## config.mk

```make
export PLATFORM = sky130hd
export DESIGN_NAME = serial_adder_param_flat
export DESIGN_NICKNAME = d
export VERILOG_FILES = /design/src/rtl/serial_adder_param_if.sv /design/src/rtl/serial_adder_param.sv /design/src/flat_wrapper.sv
export SDC_FILE = /design/constraint.sdc
export NUM_CORES = 1
export LEC_CHECK = 0
export ABC_AREA = 1
export CAP_MARGIN = 10
export CORE_ASPECT_RATIO = 0.8
export CORE_MARGIN = 1.5
export CORE_UTILIZATION = 55
export CTS_CLUSTER_DIAMETER = 60
export DETAILED_ROUTE_END_ITERATION = 8
export PLACE_DENSITY = 0.83
export SLEW_MARGIN = 20
export SYNTH_ARGS = -nofsm -noshare
export SYNTH_HDL_FRONTEND = slang
export SYNTH_SLANG_ARGS = --single-unit
```

## constraint.sdc

```tcl
create_clock -name clk -period 5.7 [get_ports clk]
set_clock_uncertainty 0.15 [all_clocks]
set_input_delay 1.71 -clock clk [delete_from_list [all_inputs] [get_ports clk]]
set_output_delay 1.71 -clock clk [all_outputs]
set_load 0.03 [all_outputs]
```

## src/rtl/serial_adder_param_if.sv

```systemverilog
// Start/busy/done handshake and operand/result bus for serial_adder_param.
// The sub port exists only when SERIAL_ADDER_SUB_EN is defined.
interface serial_adder_param_if #(
  parameter int WIDTH = 8
);
  logic             start;
  logic [WIDTH-1:0] a;
  logic [WIDTH-1:0] b;
  logic             cin;
`ifdef SERIAL_ADDER_SUB_EN
  logic             sub;
`endif
  logic             busy;
  logic             done;
  logic [WIDTH-1:0] sum;
  logic             cout;

  modport master (
`ifdef SERIAL_ADDER_SUB_EN
    output sub,
`endif
    output start, a, b, cin,
    input  busy, done, sum, cout
  );

  modport slave (
`ifdef SERIAL_ADDER_SUB_EN
    input  sub,
`endif
    input  start, a, b, cin,
    output busy, done, sum, cout
  );
endinterface

```

## src/rtl/serial_adder_param.sv

```systemverilog
// Digit-serial adder: WIDTH-bit a + b + cin, DIGIT bits per clock, LSB digit first.
// Define SERIAL_ADDER_SUB_EN to add a sub input that turns the operation into a - b.
module serial_adder_param #(
  parameter int WIDTH = 8,
  parameter int DIGIT = 1
) (
  input logic                 clk,
  input logic                 rst_n,
  serial_adder_param_if.slave bus
);
  localparam int N  = WIDTH / DIGIT;
  localparam int CW = (N > 1) ? $clog2(N) : 1;

  typedef enum logic {IDLE, RUN} state_t;

  state_t           state_q, state_d;
  logic [CW-1:0]    cnt_q, cnt_d;
  logic [WIDTH-1:0] a_q, a_d;
  logic [WIDTH-1:0] b_q, b_d;
  logic             carry_q, carry_d;
  logic [WIDTH-1:0] sum_q, sum_d;
  logic             cout_q, cout_d;
  logic             busy_q, busy_d;
  logic             done_q, done_d;

  int unsigned      base;
  logic [DIGIT-1:0] a_dig, b_dig;
  logic [DIGIT:0]   digit;

  // The single shared DIGIT-bit slice; one extra bit keeps the digit carry.
  always_comb begin
    base  = int'(cnt_q) * DIGIT;
    a_dig = a_q[base +: DIGIT];
    b_dig = b_q[base +: DIGIT];
    digit = {1'b0, a_dig} + {1'b0, b_dig} + {{DIGIT{1'b0}}, carry_q};
  end

  // NOTE: every signal gets a default before the case, so no path can infer a latch.
  always_comb begin
    state_d = state_q;
    cnt_d   = cnt_q;
    a_d     = a_q;
    b_d     = b_q;
    carry_d = carry_q;
    sum_d   = sum_q;
    cout_d  = cout_q;
    busy_d  = busy_q;
    done_d  = 1'b0;

    case (state_q)
      IDLE: begin
        if (bus.start) begin
          a_d = bus.a;
`ifdef SERIAL_ADDER_SUB_EN
          // Two's-complement subtract: invert b and seed the carry with 1.
          b_d     = bus.sub ? ~bus.b : bus.b;
          carry_d = bus.sub ? 1'b1   : bus.cin;
`else
          b_d     = bus.b;
          carry_d = bus.cin;
`endif
          cnt_d   = '0;
          busy_d  = 1'b1;
          state_d = RUN;
        end
      end
      RUN: begin
        sum_d[base +: DIGIT] = digit[DIGIT-1:0];
        carry_d              = digit[DIGIT];
        if (cnt_q == CW'(N - 1)) begin
          cout_d  = digit[DIGIT];
          done_d  = 1'b1;
          busy_d  = 1'b0;
          state_d = IDLE;
        end else begin
          cnt_d = cnt_q + CW'(1);
        end
      end
      default: state_d = IDLE;
    endcase
  end

  // NOTE: sequential state uses non-blocking assignments so all flops update together.
  always_ff @(posedge clk or negedge rst_n) begin
    if (!rst_n) begin
      state_q <= IDLE;
      cnt_q   <= '0;
      a_q     <= '0;
      b_q     <= '0;
      carry_q <= 1'b0;
      sum_q   <= '0;
      cout_q  <= 1'b0;
      busy_q  <= 1'b0;
      done_q  <= 1'b0;
    end else begin
      state_q <= state_d;
      cnt_q   <= cnt_d;
      a_q     <= a_d;
      b_q     <= b_d;
      carry_q <= carry_d;
      sum_q   <= sum_d;
      cout_q  <= cout_d;
      busy_q  <= busy_d;
      done_q  <= done_d;
    end
  end

  assign bus.busy = busy_q;
  assign bus.done = done_q;
  assign bus.sum  = sum_q;
  assign bus.cout = cout_q;
endmodule

```

## src/flat_wrapper.sv

```systemverilog
// flat-port wrapper written by rule: the top's interface ports become plain ports
module serial_adder_param_flat 
#(
  parameter int WIDTH = 8,
  parameter int DIGIT = 1
)
  (clk, rst_n, bus_start, bus_a, bus_b, bus_cin, bus_busy, bus_done, bus_sum, bus_cout);
  serial_adder_param_if #(.WIDTH(WIDTH)) bus_i ();
  input logic clk;
  input logic rst_n;
  input wire logic [$bits(bus_i.start)-1:0] bus_start;
  input wire logic [$bits(bus_i.a)-1:0] bus_a;
  input wire logic [$bits(bus_i.b)-1:0] bus_b;
  input wire logic [$bits(bus_i.cin)-1:0] bus_cin;
  output wire logic [$bits(bus_i.busy)-1:0] bus_busy;
  output wire logic [$bits(bus_i.done)-1:0] bus_done;
  output wire logic [$bits(bus_i.sum)-1:0] bus_sum;
  output wire logic [$bits(bus_i.cout)-1:0] bus_cout;
  assign bus_i.start = bus_start;
  assign bus_i.a = bus_a;
  assign bus_i.b = bus_b;
  assign bus_i.cin = bus_cin;
  assign bus_busy = bus_i.busy;
  assign bus_done = bus_i.done;
  assign bus_sum = bus_i.sum;
  assign bus_cout = bus_i.cout;
  serial_adder_param #(.WIDTH(WIDTH), .DIGIT(DIGIT)) u_core (.clk(clk), .rst_n(rst_n), .bus(bus_i));
endmodule
```

==> results of run 1 <==
[power groups by stage]
stage          logic [W]  registers, W  clock network (W)
6_report        0.000696      0.000425           0.000179
5_1_grt         0.000780      0.000440           0.000194
4_1_cts         0.000689      0.000425           0.000182
3_5_place_dp    0.000685      0.000428                  0
3_3_place_gp    0.000658      0.000420                  0
2_1_floorplan   0.000494      0.000444                  0
[cell usage in the layout, fill, tap and decap left out, drive strengths merged]
| master | Yosys | final |
|---|---|---|
| dfrtp | 32 | 32 |
| or2 | 1 | 1 |
| clkbuf | 0 | 8 |
| nor2 | 23 | 23 |
| a21oi | 1 | 1 |
| nor3 | 1 | 1 |
| ha | 4 | 4 |
| o21ai | 11 | 11 |
| o211ai | 1 | 1 |
| fa | 1 | 1 |
| nand3 | 16 | 16 |
| buf | 5 | 1 |
| clkdlybuf4s50 | 0 | 30 |
| o22ai | 1 | 1 |
| nand2 | 42 | 42 |
| mux2 | 16 | 16 |
| inv | 17 | 17 |
| nand4 | 8 | 8 |
[cell type report]
class                   instances  share of cell area, %
repair buffers                 31                   14.8
flip-flops and latches         32                   38.5
multi-input cells             126                   36.7
inverters                      17                   3.43
well taps                      38                   2.28
clock buffers                   8                   4.33
[logic make-up (layout without fill, tap and decap cells)]
family | after synthesis | count (layout) | synth area share, %
buffers and inverters | 22 | 56 | 7.13
DFF | 32 | 32 | 47.5
adders and majority gates | 5 | 5 | 4.16
AOI/OAI and AO/OA | 14 | 14 | 4.38
muxes | 16 | 16 | 12.7
and+or+nand+nor | 91 | 91 | 24.1
[path summary, 6_finish.rpt]
kind / to / slack [ns] / cells past startpoint
setup reg to reg: u_core.bus.sum[2]$_DFFE_PN0P_ / 3.03 / 12
setup / recovery: bus_cout / 2.52 / 1
hold / removal: u_core.bus.sum[7]$_DFFE_PN0P_ / 0.32 / 2
hold reg to reg: u_core.bus.sum[7]$_DFFE_PN0P_ / 0.32 / 2
max in group asynchronous: u_core.b_q[0]$_DFFE_PN0P_ / 3.45 / 2
min in group asynchronous: u_core.bus.cout$_DFFE_PN0P_ / 1.65 / 2
[registers in the layout, indices dropped and copies added, names as in the netlist]
register / count
u_core.a_q: 8
u_core.b_q: 8
u_core.bus.sum: 8
u_core.cnt_q: 3
u_core.bus.busy: 1
u_core.bus.cout: 1
u_core.bus.done: 1
u_core.carry_q: 1
u_core.state_q: 1
[stage by stage]
step | setup slack (ns) | hold WS [ns] | area [um2] | power [W]
detailed placement | 2.57 | 0.307 | 1990 | 0.00111
global route | 2.49 | 0.335 | 2080 | 0.00141
CTS | 2.51 | 0.322 | 2080 | 0.00130
floorplan | 3.22 | 0.324 | 1690 | 0.000938
finish | 2.52 | 0.319 | 2080 | 0.00130
global placement | 2.63 | 0.304 | 1990 | 0.00108
[per-layer routing]
layer  part of all wire, %  up-vias  GRT usage [%]  wire (um)
met3                   7.8       10           6.45        261
met4                   2.3        0           12.4         77
met1                    44      612           29.3       1480
met2                    46       63           38.5       1530
met5                     0        -              0          0
li1                      -      657              -          -
==> run summary, run 1 <==
Status: completed
Post-Route Utilization: 73.6%
Max incr delay on CP: 0.67 ns
Post-Synthesis Cell Area: 1690 um2
First-pass GRT wire length: 5880 um
Worst reg2reg path startpoint: u_core.cnt_q[0]$_DFFE_PN0P_
Via count: 1342
RSZ-0062 raised after global routing: no
Crit path DAT: 1.32 ns
Max-slew headroom at the worst pin: 68.8%
Syn Area/Cell: 9.36 um2
Hold Fails Final Rpt: 0
Crit path max fanout: 2
Num CTS Buffers: 5
WL/cell: 13.3 um
Clock transition at path regs: 0.07 ns
F_max: 314 MHz
Vias in the first global route: 1328
Worst skew pair latency: 0.29 ns
Initial DRC Count: 104
Crit path required time: 3.84 ns
Initial antenna violation count: 0
CP bufs+invs: 1
CTS root buf: clkbuf_8
Layout cell share with drive strength beyond 1: 13.6%
Final wirelength: 3350 um
Die area: 3410 um2
Filler cell count: 204
EDFF count, synth: 0
Hold Crit Class: flop to flop
Top cell type's share of synthesized area: 47.5%
Startpoint types: flop
IO Port Bufs: 30
Die height: 52.5 um
Lkg Pwr: 1.03 nW
Slew @ Worst Pin: 0.468 ns
I/O pins: 31
Post-Syn Instances: 180
Post-CTS Setup Inserts: 0
Tot GR Track Use: 23.7%
Placed cell count: 244
DRC: 0
CTS tree: yes
Final Setup Violations: 0
CTS H-Tree Depth: 2
Hpwl dp: 2410 um
Final non-filler cell total: 252
Cell variety after synth: 23
Global route overflow: 0
Nets: 238
Final worst path period share: 55.8%
Worst Setup SP: u_core.bus.cout$_DFFE_PN0P_
TritonRoute pass-1 iters: 4
N_diodes: 0
Largest net degree at the start of global routing: 33
Seq. cell area: 801 um2
Worst setup EP type: primary output
P_sw: 0.000581 W
Area Growth Syn to Fin: 23.5%
Cell with the most instances after synthesis: nand2_1
Maximum Capacitance Violations: 0
Core ar.: 2830 um2
Top delay family on crit path: buffers and inverters
Placer Congestion: 0.912
Sequential fraction of design power: 32.7%
Cts-stage hold buffer count: 0
PD cells: 624 nW/um2
Drt via density: 5.33
Ys async rst share: 100%
Yosys reg bits: 32
Worst Min Path Start: u_core.bus.sum[7]$_DFFE_PN0P_
Sequential area share after synthesis: 47.5%
Die width: 64.9 um
Leading area contributor after synthesis: dfrtp_1
Clock network power share: 13.8%
Rows: 17
Starting Density: 59.6%
CTS max path bufs: 2
Area occupied by multi-input gates: 764 um2
Clock sinks: 32
Setup CP Type: flop to primary output
Combinational power share: 53.5%
Final antenna-violating net count: 0
Slew Viols, Final: 0
Worst vdd ir: 0.306 mV
Fin Setup TNS: 0 ns
YS warnings: 0
Synth area leaders: dfrtp_1 (48%), nand2_1 (9.1%), mux2_4 (8.0%)
Ys flop type: dfrtp_1
Switching Share: 44.7%
Worst path cell trace: clkdlybuf4s50_1
Syn_nets: 205
Internal: 0.000719 W
Post-cts resize count: 0
Crit-path slowest cell: clkdlybuf4s50_1
Post-synth top cells: nand2_1 (41), dfrtp_1 (32), nor2_1 (23), nand3_1 (16), inv_1 (14)
Minimum clock period: 3.18 ns
Note: power is estimated with default switching activity, not from simulation.
==> run 2, diff against run 1 <==
Settings changed: CORE_UTILIZATION 55 to 46, PLACE_DENSITY 0.83 to 0.74.
Clock period 5.7 ns to 2.85 ns, I/O delays scaled along.
==> run 2 against run 1 <==
Net effect: clock power is 100% higher; register-to-register slack worse by 2.5 ns; final area is 0.72% higher; critical path type is now flop to flop; largest cell class unchanged; largest power group unchanged.
==> run summary, run 2 (synthesis results as in run 1) <==
DRC: 0 (unchanged)
Clock sinks: 32 (unchanged)
Core ar.: 3470 um2 (+23%)
Met2 wire len: 1330 um (-13%)
Global route overflow: 0 (unchanged)
Final wirelength: 3210 um (-4.2%)
N_diodes: 0 (unchanged)
Worst skew pair latency: 0.29 ns (about the same)
Crit path required time: 2.93 ns (-0.91 ns)
Final Setup Violations: 0 (unchanged)
P_sw: 0.00114 W (+96%)
Area Growth Syn to Fin: 24.4%
Post-cts resize count: 0 (unchanged)
IO Port Bufs: 30 (unchanged)
Most common cell after layout, fill and taps aside: nand2_1
Worst reg2reg path startpoint: u_core.cnt_q[0]$_DFFE_PN0P_
I/O pins: 31 (unchanged)
Via count: 1289 (-3.9%)
Largest net degree at the start of global routing: 33 (unchanged)
Vias in the first global route: 1330 (+0.15%)
Hold Crit Class: flop to flop
CTS max path bufs: 2 (unchanged)
Die width: 70.7 um (+8.9%)
CTS tree: yes
Status: completed
Post-CTS Setup Inserts: 0 (unchanged)
Combinational power share: 54.2% (+0.7 points)
Num CTS Buffers: 5 (unchanged)
TritonRoute pass-1 iters: 4 (unchanged)
Rows: 19 (+2)
Metal3 WL: 172 um (-34%)
First-pass GRT wire length: 5860 um (-0.34%)
Clock transition at path regs: 0.07 ns (about the same)
CTS root buf: clkbuf_8
Crit path max fanout: 14 (+12)
Starting Density: 48.6% (-11 points)
CTS H-Tree Depth: 2 (unchanged)
Worst Setup SP: u_core.cnt_q[0]$_DFFE_PN0P_
Max-slew headroom at the worst pin: 69.3% (+0.55 points)
Startpoint types: flop
Clock network power share: 13.9% (about the same)
Die area: 4040 um2 (+19%)
M1 wire length: 1640 um (+11%)
Top layer used by detailed routing: met4
Setup CP Type: flop to flop
Nets: 239 (+0.42%)
Final worst path period share: 82.5%
Sequential fraction of design power: 31.9% (-0.8 points)
Fin Setup TNS: 0 ns (unchanged)
Placer Congestion: 0.872 (-4.4%)
Worst vdd ir: 0.609 mV (+99%)
WL/cell: 12.5 um (-6.0%)
Most frequent cells in the layout: nand2_1 (41), dfrtp_1 (32), clkdlybuf4s50_1 (30)
Final antenna-violating net count: 0 (unchanged)
Crit path DAT: 2.43 ns (+1.11 ns)
Internal: 0.00144 W (+100%)
Minimum clock period: 2.35 ns
PD cells: 1230 nW/um2 (+97%)
Cts-stage hold buffer count: 0 (unchanged)
Switching Share: 44.2% (-0.50 points)
Slew @ Worst Pin: 0.460 ns (-0.00819 ns)
Hold Fails Final Rpt: 0 (unchanged)
Post-Route Utilization: 60.4% (-13 points)
Die height: 57.1 um (+8.8%)
Worst setup EP type: flop
Slew Viols, Final: 0 (unchanged)
Initial antenna violation count: 0 (unchanged)
Hpwl dp: 2250 um (-7.0%)
Maximum Capacitance Violations: 0 (unchanged)
RSZ-0062 raised after global routing: no
Tot GR Track Use: 18.8% (-4.9 points)
Drt via density: 5.02 (-5.8%)
Lkg Pwr: 1.04 nW (+1.0%)
Layout cell share with drive strength beyond 1: 14.9% (+1.3 points)
Filler cell count: 317 (+55%)
Worst Min Path Start: u_core.bus.sum[7]$_DFFE_PN0P_
Initial DRC Count: 76 (-27%)
F_max: 425 MHz
## run 2: cell type report
class                   instances  area, um2  area share, %
clock buffers                   6       82.6           3.94
clock inverters                 2       10.0          0.477
inverters                      17       71.3           3.40
multi-input cells             126        764           36.5
flip-flops and latches         32        801           38.2
well taps                      42       52.6           2.51
repair buffers                 32        315           15.0
## run 2: worst max-delay path: stages, from the launching register on
cell	delay [ns]
dfrtp_1	0.39
buf_4	0.19
nor2_1	0.12
nor2_1	0.04
o21ai_0	0.07
nand2_1	0.07
nand2_1	0.05
nand2_1	0.07
fa_1	0.54
inv_1	0.06
nor2_1	0.17
nand4_1	0.10
nor2_1	0.13
nand2_1	0.07
nand2_1	0.06
## run 2: path summary, 6_finish.rpt
| path | endpoint | slack, ns | cells past startpoint |
|---|---|---|---|
| hold / removal | u_core.bus.sum[7]$_DFFE_PN0P_ | 0.32 | 2 |
| min in group asynchronous | u_core.a_q[3]$_DFFE_PN0P_ | 0.81 | 2 |
| setup reg to reg | u_core.bus.sum[4]$_DFFE_PN0P_ | 0.50 | 14 |
| setup / recovery | u_core.bus.sum[4]$_DFFE_PN0P_ | 0.50 | 14 |
| max in group asynchronous | u_core.b_q[1]$_DFFE_PN0P_ | 1.45 | 2 |
| hold reg to reg | u_core.bus.sum[7]$_DFFE_PN0P_ | 0.32 | 2 |
## run 2: through the flow
| step | hold slack (ns) | instances | area, um2 | setup WS (ns) | power (W) |
|---|---|---|---|---|---|
| floorplan | 0.324 | 180 | 1690 | 0.704 | 0.00188 |
| global placement | 0.307 | 249 | 2000 | 0.585 | 0.00219 |
| detailed placement | 0.307 | 249 | 2000 | 0.529 | 0.00222 |
| CTS | 0.324 | 257 | 2100 | 0.480 | 0.00258 |
| global route | 0.339 | 257 | 2100 | 0.265 | 0.00283 |
| finish | 0.318 | 257 | 2100 | 0.498 | 0.00258 |
## run 2: power by group through the flow
stage	Combinational (W)	Clock, W	Sequential, W
5_1_grt	0.00158	0.000389	0.000853
4_1_cts	0.00140	0.000363	0.000823
3_3_place_gp	0.00137	0	0.000822
2_1_floorplan	0.000989	0	0.000887
3_5_place_dp	0.00139	0	0.000829
6_report	0.00140	0.000359	0.000822
## run 2: routing by layer
| metal | GRT usage (%) | vias to the layer above |
|---|---|---|
| met4 | 9.43 | 0 |
| li1 | - | 660 |
| met3 | 4.59 | 7 |
| met5 | 0 | - |
| met2 | 28.7 | 30 |
| met1 | 25.4 | 592 |
==> run 3, diff against run 2 <==
Settings changed: CORE_UTILIZATION 46 to 51, PLACE_DENSITY 0.74 to 0.78.
Clock period 2.85 ns to 2.2 ns, I/O delays scaled along.
==> run 3 against run 2 <==
Net effect: the flow now finishes with violations (negative setup slack); largest cell class is now multi-input combinational cells; clock-buffer cell count is 1 higher; highest routed layer unchanged; non-clock buffer count is 9 higher; flip-flop and latch count stayed put.
==> run summary, run 3 (synthesis results as in run 1) <==
Worst vdd ir: 0.797 mV (+31%)
Violated checks: negative setup slack
Filler cell count: 227 (-28%)
Crit path required time: 2.27 ns (-0.66 ns)
P_sw: 0.00170 W (+49%)
Hold Crit Class: flop to flop
Worst setup EP type: flop
Status: complete, but fails checks
CTS root buf: clkbuf_8
Tot GR Track Use: 22.1% (+3.3 points)
Num CTS Buffers: 5 (unchanged)
Slew Viols, Final: 0 (unchanged)
CTS tree: yes
Starting Density: 54.2% (+5.7 points)
Final non-filler cell total: 263 (+2.3%)
Hpwl dp: 2430 um (+8.0%)
Initial antenna violation count: 0 (unchanged)
PnR worst setup slack: -0.0910 ns (-0.589 ns)
Final antenna-violating net count: 0 (unchanged)
Reg2Reg Setup Slack: -0.09 ns (-0.59 ns)
Crit path max fanout: 5 (-9)
Placed cell count: 251 (+0.80%)
WL/cell: 13.7 um (+9.4%)
Lkg Pwr: 1.08 nW (+4.2%)
Vias in the first global route: 1336 (+0.45%)
Initial DRC Count: 59 (-22%)
Dpl ws: -0.0789 ns (-0.608 ns)
Via count: 1362 (+5.7%)
Sequential fraction of design power: 28.1% (-3.8 points)
Slew @ Worst Pin: 0.448 ns (-0.0119 ns)
Startpoint types: flop
Crit path DAT: 2.36 ns (-0.07 ns)
Switching Share: 43.9% (-0.33 points)
DRC: 0 (unchanged)
TritonRoute pass-1 iters: 4 (unchanged)
Hold Fails Final Rpt: 0 (unchanged)
Cts-stage hold buffer count: 0 (unchanged)
Clock network power share: 12.3% (-1.6 points)
Die width: 67.3 um (-4.8%)
Max-slew headroom at the worst pin: 70.1% (+0.79 points)
Most frequent cells in the layout: nand2_1 (39), dfrtp_1 (31), clkdlybuf4s50_1 (30)
CTS H-Tree Depth: 2 (unchanged)
CTS max path bufs: 2 (unchanged)
Minimum clock period: 2.29 ns (-0.0609 ns)
F_max: 436 MHz (+2.7%)
Post-Route Utilization: 71.5% (+11 points)
N_diodes: 0 (unchanged)
Die height: 54.4 um (-4.8%)
Nets: 248 (+3.8%)
Global route overflow: 0 (unchanged)
Final wirelength: 3590 um (+12%)
I/O pins: 31 (unchanged)
Rows: 18 (-1)
PD cells: 1750 nW/um2 (+42%)
Placer Congestion: 0.883 (+1.3%)
Fin Setup TNS: -0.534 ns (-0.534 ns)
Final Setup Violations: 8 (+8)
IO Port Bufs: 30 (unchanged)
Drt via density: 5.18 (+3.3%)
Setup CP Type: flop to flop
Area Growth Syn to Fin: 31.8%
Final worst path period share: 104% (+22 points)
Clock sinks: 32 (unchanged)
Largest net degree at the start of global routing: 33 (unchanged)
Layout cell share with drive strength beyond 1: 24.2% (+9.3 points)
Clock transition at path regs: 0.06 ns (about the same)
Internal: 0.00218 W (+51%)
Core ar.: 3110 um2 (-10%)
Combinational power share: 59.6% (+5.4 points)
Most common cell after layout, fill and taps aside: nand2_1
Worst skew pair latency: 0.28 ns (about the same)
RSZ-0062 raised after global routing: yes
Die area: 3660 um2 (-9.4%)
First-pass GRT wire length: 5800 um (-1.1%)
Maximum Capacitance Violations: 0 (unchanged)
==> run 3: cell types whose count changed in the layout (fill, tap and decap cells not counted), sizes merged <==
| cell | delta |
|---|---|
| buf | +9 |
| clkbuf | +1 |
| clkinv | -2 |
==> run 3: final cells by class <==
cell class,count,area [um2],area share (%)
clock buffers,7,96.3,4.34
inverters,17,73.8,3.32
multi-input cells,126,808,36.4
flip-flops and latches,32,802,36.1
well taps,40,50.0,2.25
repair buffers,41,390,17.6
==> run 3: worst paths after layout <==
kind	startpoint	to	depth (start not counted)
max	u_core.cnt_q[0]$_DFFE_PN0P_	u_core.bus.sum[0]$_DFFE_PN0P_	13
min	u_core.bus.sum[7]$_DFFE_PN0P_	u_core.bus.sum[7]$_DFFE_PN0P_	2
max reg2reg	u_core.cnt_q[0]$_DFFE_PN0P_	u_core.bus.sum[0]$_DFFE_PN0P_	13
min reg2reg	u_core.bus.sum[7]$_DFFE_PN0P_	u_core.bus.sum[7]$_DFFE_PN0P_	2
max in group asynchronous	rst_n	u_core.cnt_q[1]$_DFFE_PN0P_	2
min in group asynchronous	rst_n	u_core.carry_q$_DFFE_PN0P_	2
==> run 3: power by group through the flow <==
stage	registers [W]	logic, W	clock network (W)
detailed placement	0.00107	0.00189	0
finish	0.00109	0.00231	0.000479
floorplan	0.00115	0.00128	0
global placement	0.00106	0.00181	0
CTS	0.00107	0.00202	0.000491
global route	0.00113	0.00254	0.000519
==> run 3: worst max-delay path, cell delays in order, from the launching register on <==
cell     delay (ns)
dfrtp_1        0.41
buf_6          0.15
buf_4          0.14
nand2_1        0.06
nand3_1        0.09
nand3_1        0.10
nand2_1        0.09
fa_1           0.55
inv_2          0.07
buf_4          0.13
buf_4          0.12
nand3_1        0.09
nand2_1        0.06
inv_1          0.05
==> run 3: what timing repair did <==
item / in CTS / in global routing
pin swaps: 5 / 17
buffers inserted: 2 / 3
setup endpoints to repair: 4 / 8
resized for setup: 6 / 20
gates cloned: 0 / 0
==> run 3: through the flow <==
step	area (um2)	total power, W	hold slack, ns
3_3_place_gp	2030	0.00287	0.305
6_report	2220	0.00388	0.323
3_5_place_dp	2030	0.00297	0.308
2_1_floorplan	1690	0.00243	0.214
4_1_cts	2160	0.00358	0.324
5_1_grt	2220	0.00419	0.360
==> run 3: layer usage <==
layer / share of wire, % / GRT usage (%) / routed length (um) / vias to the layer above
met5: 0 / 0 / 0 / -
met4: 1.4 / 9.52 / 51 / 0
met3: 6.7 / 7.41 / 240 / 4
met2: 49 / 37.0 / 1750 / 46
met1: 43 / 26.5 / 1550 / 634
li1: - / - / - / 678
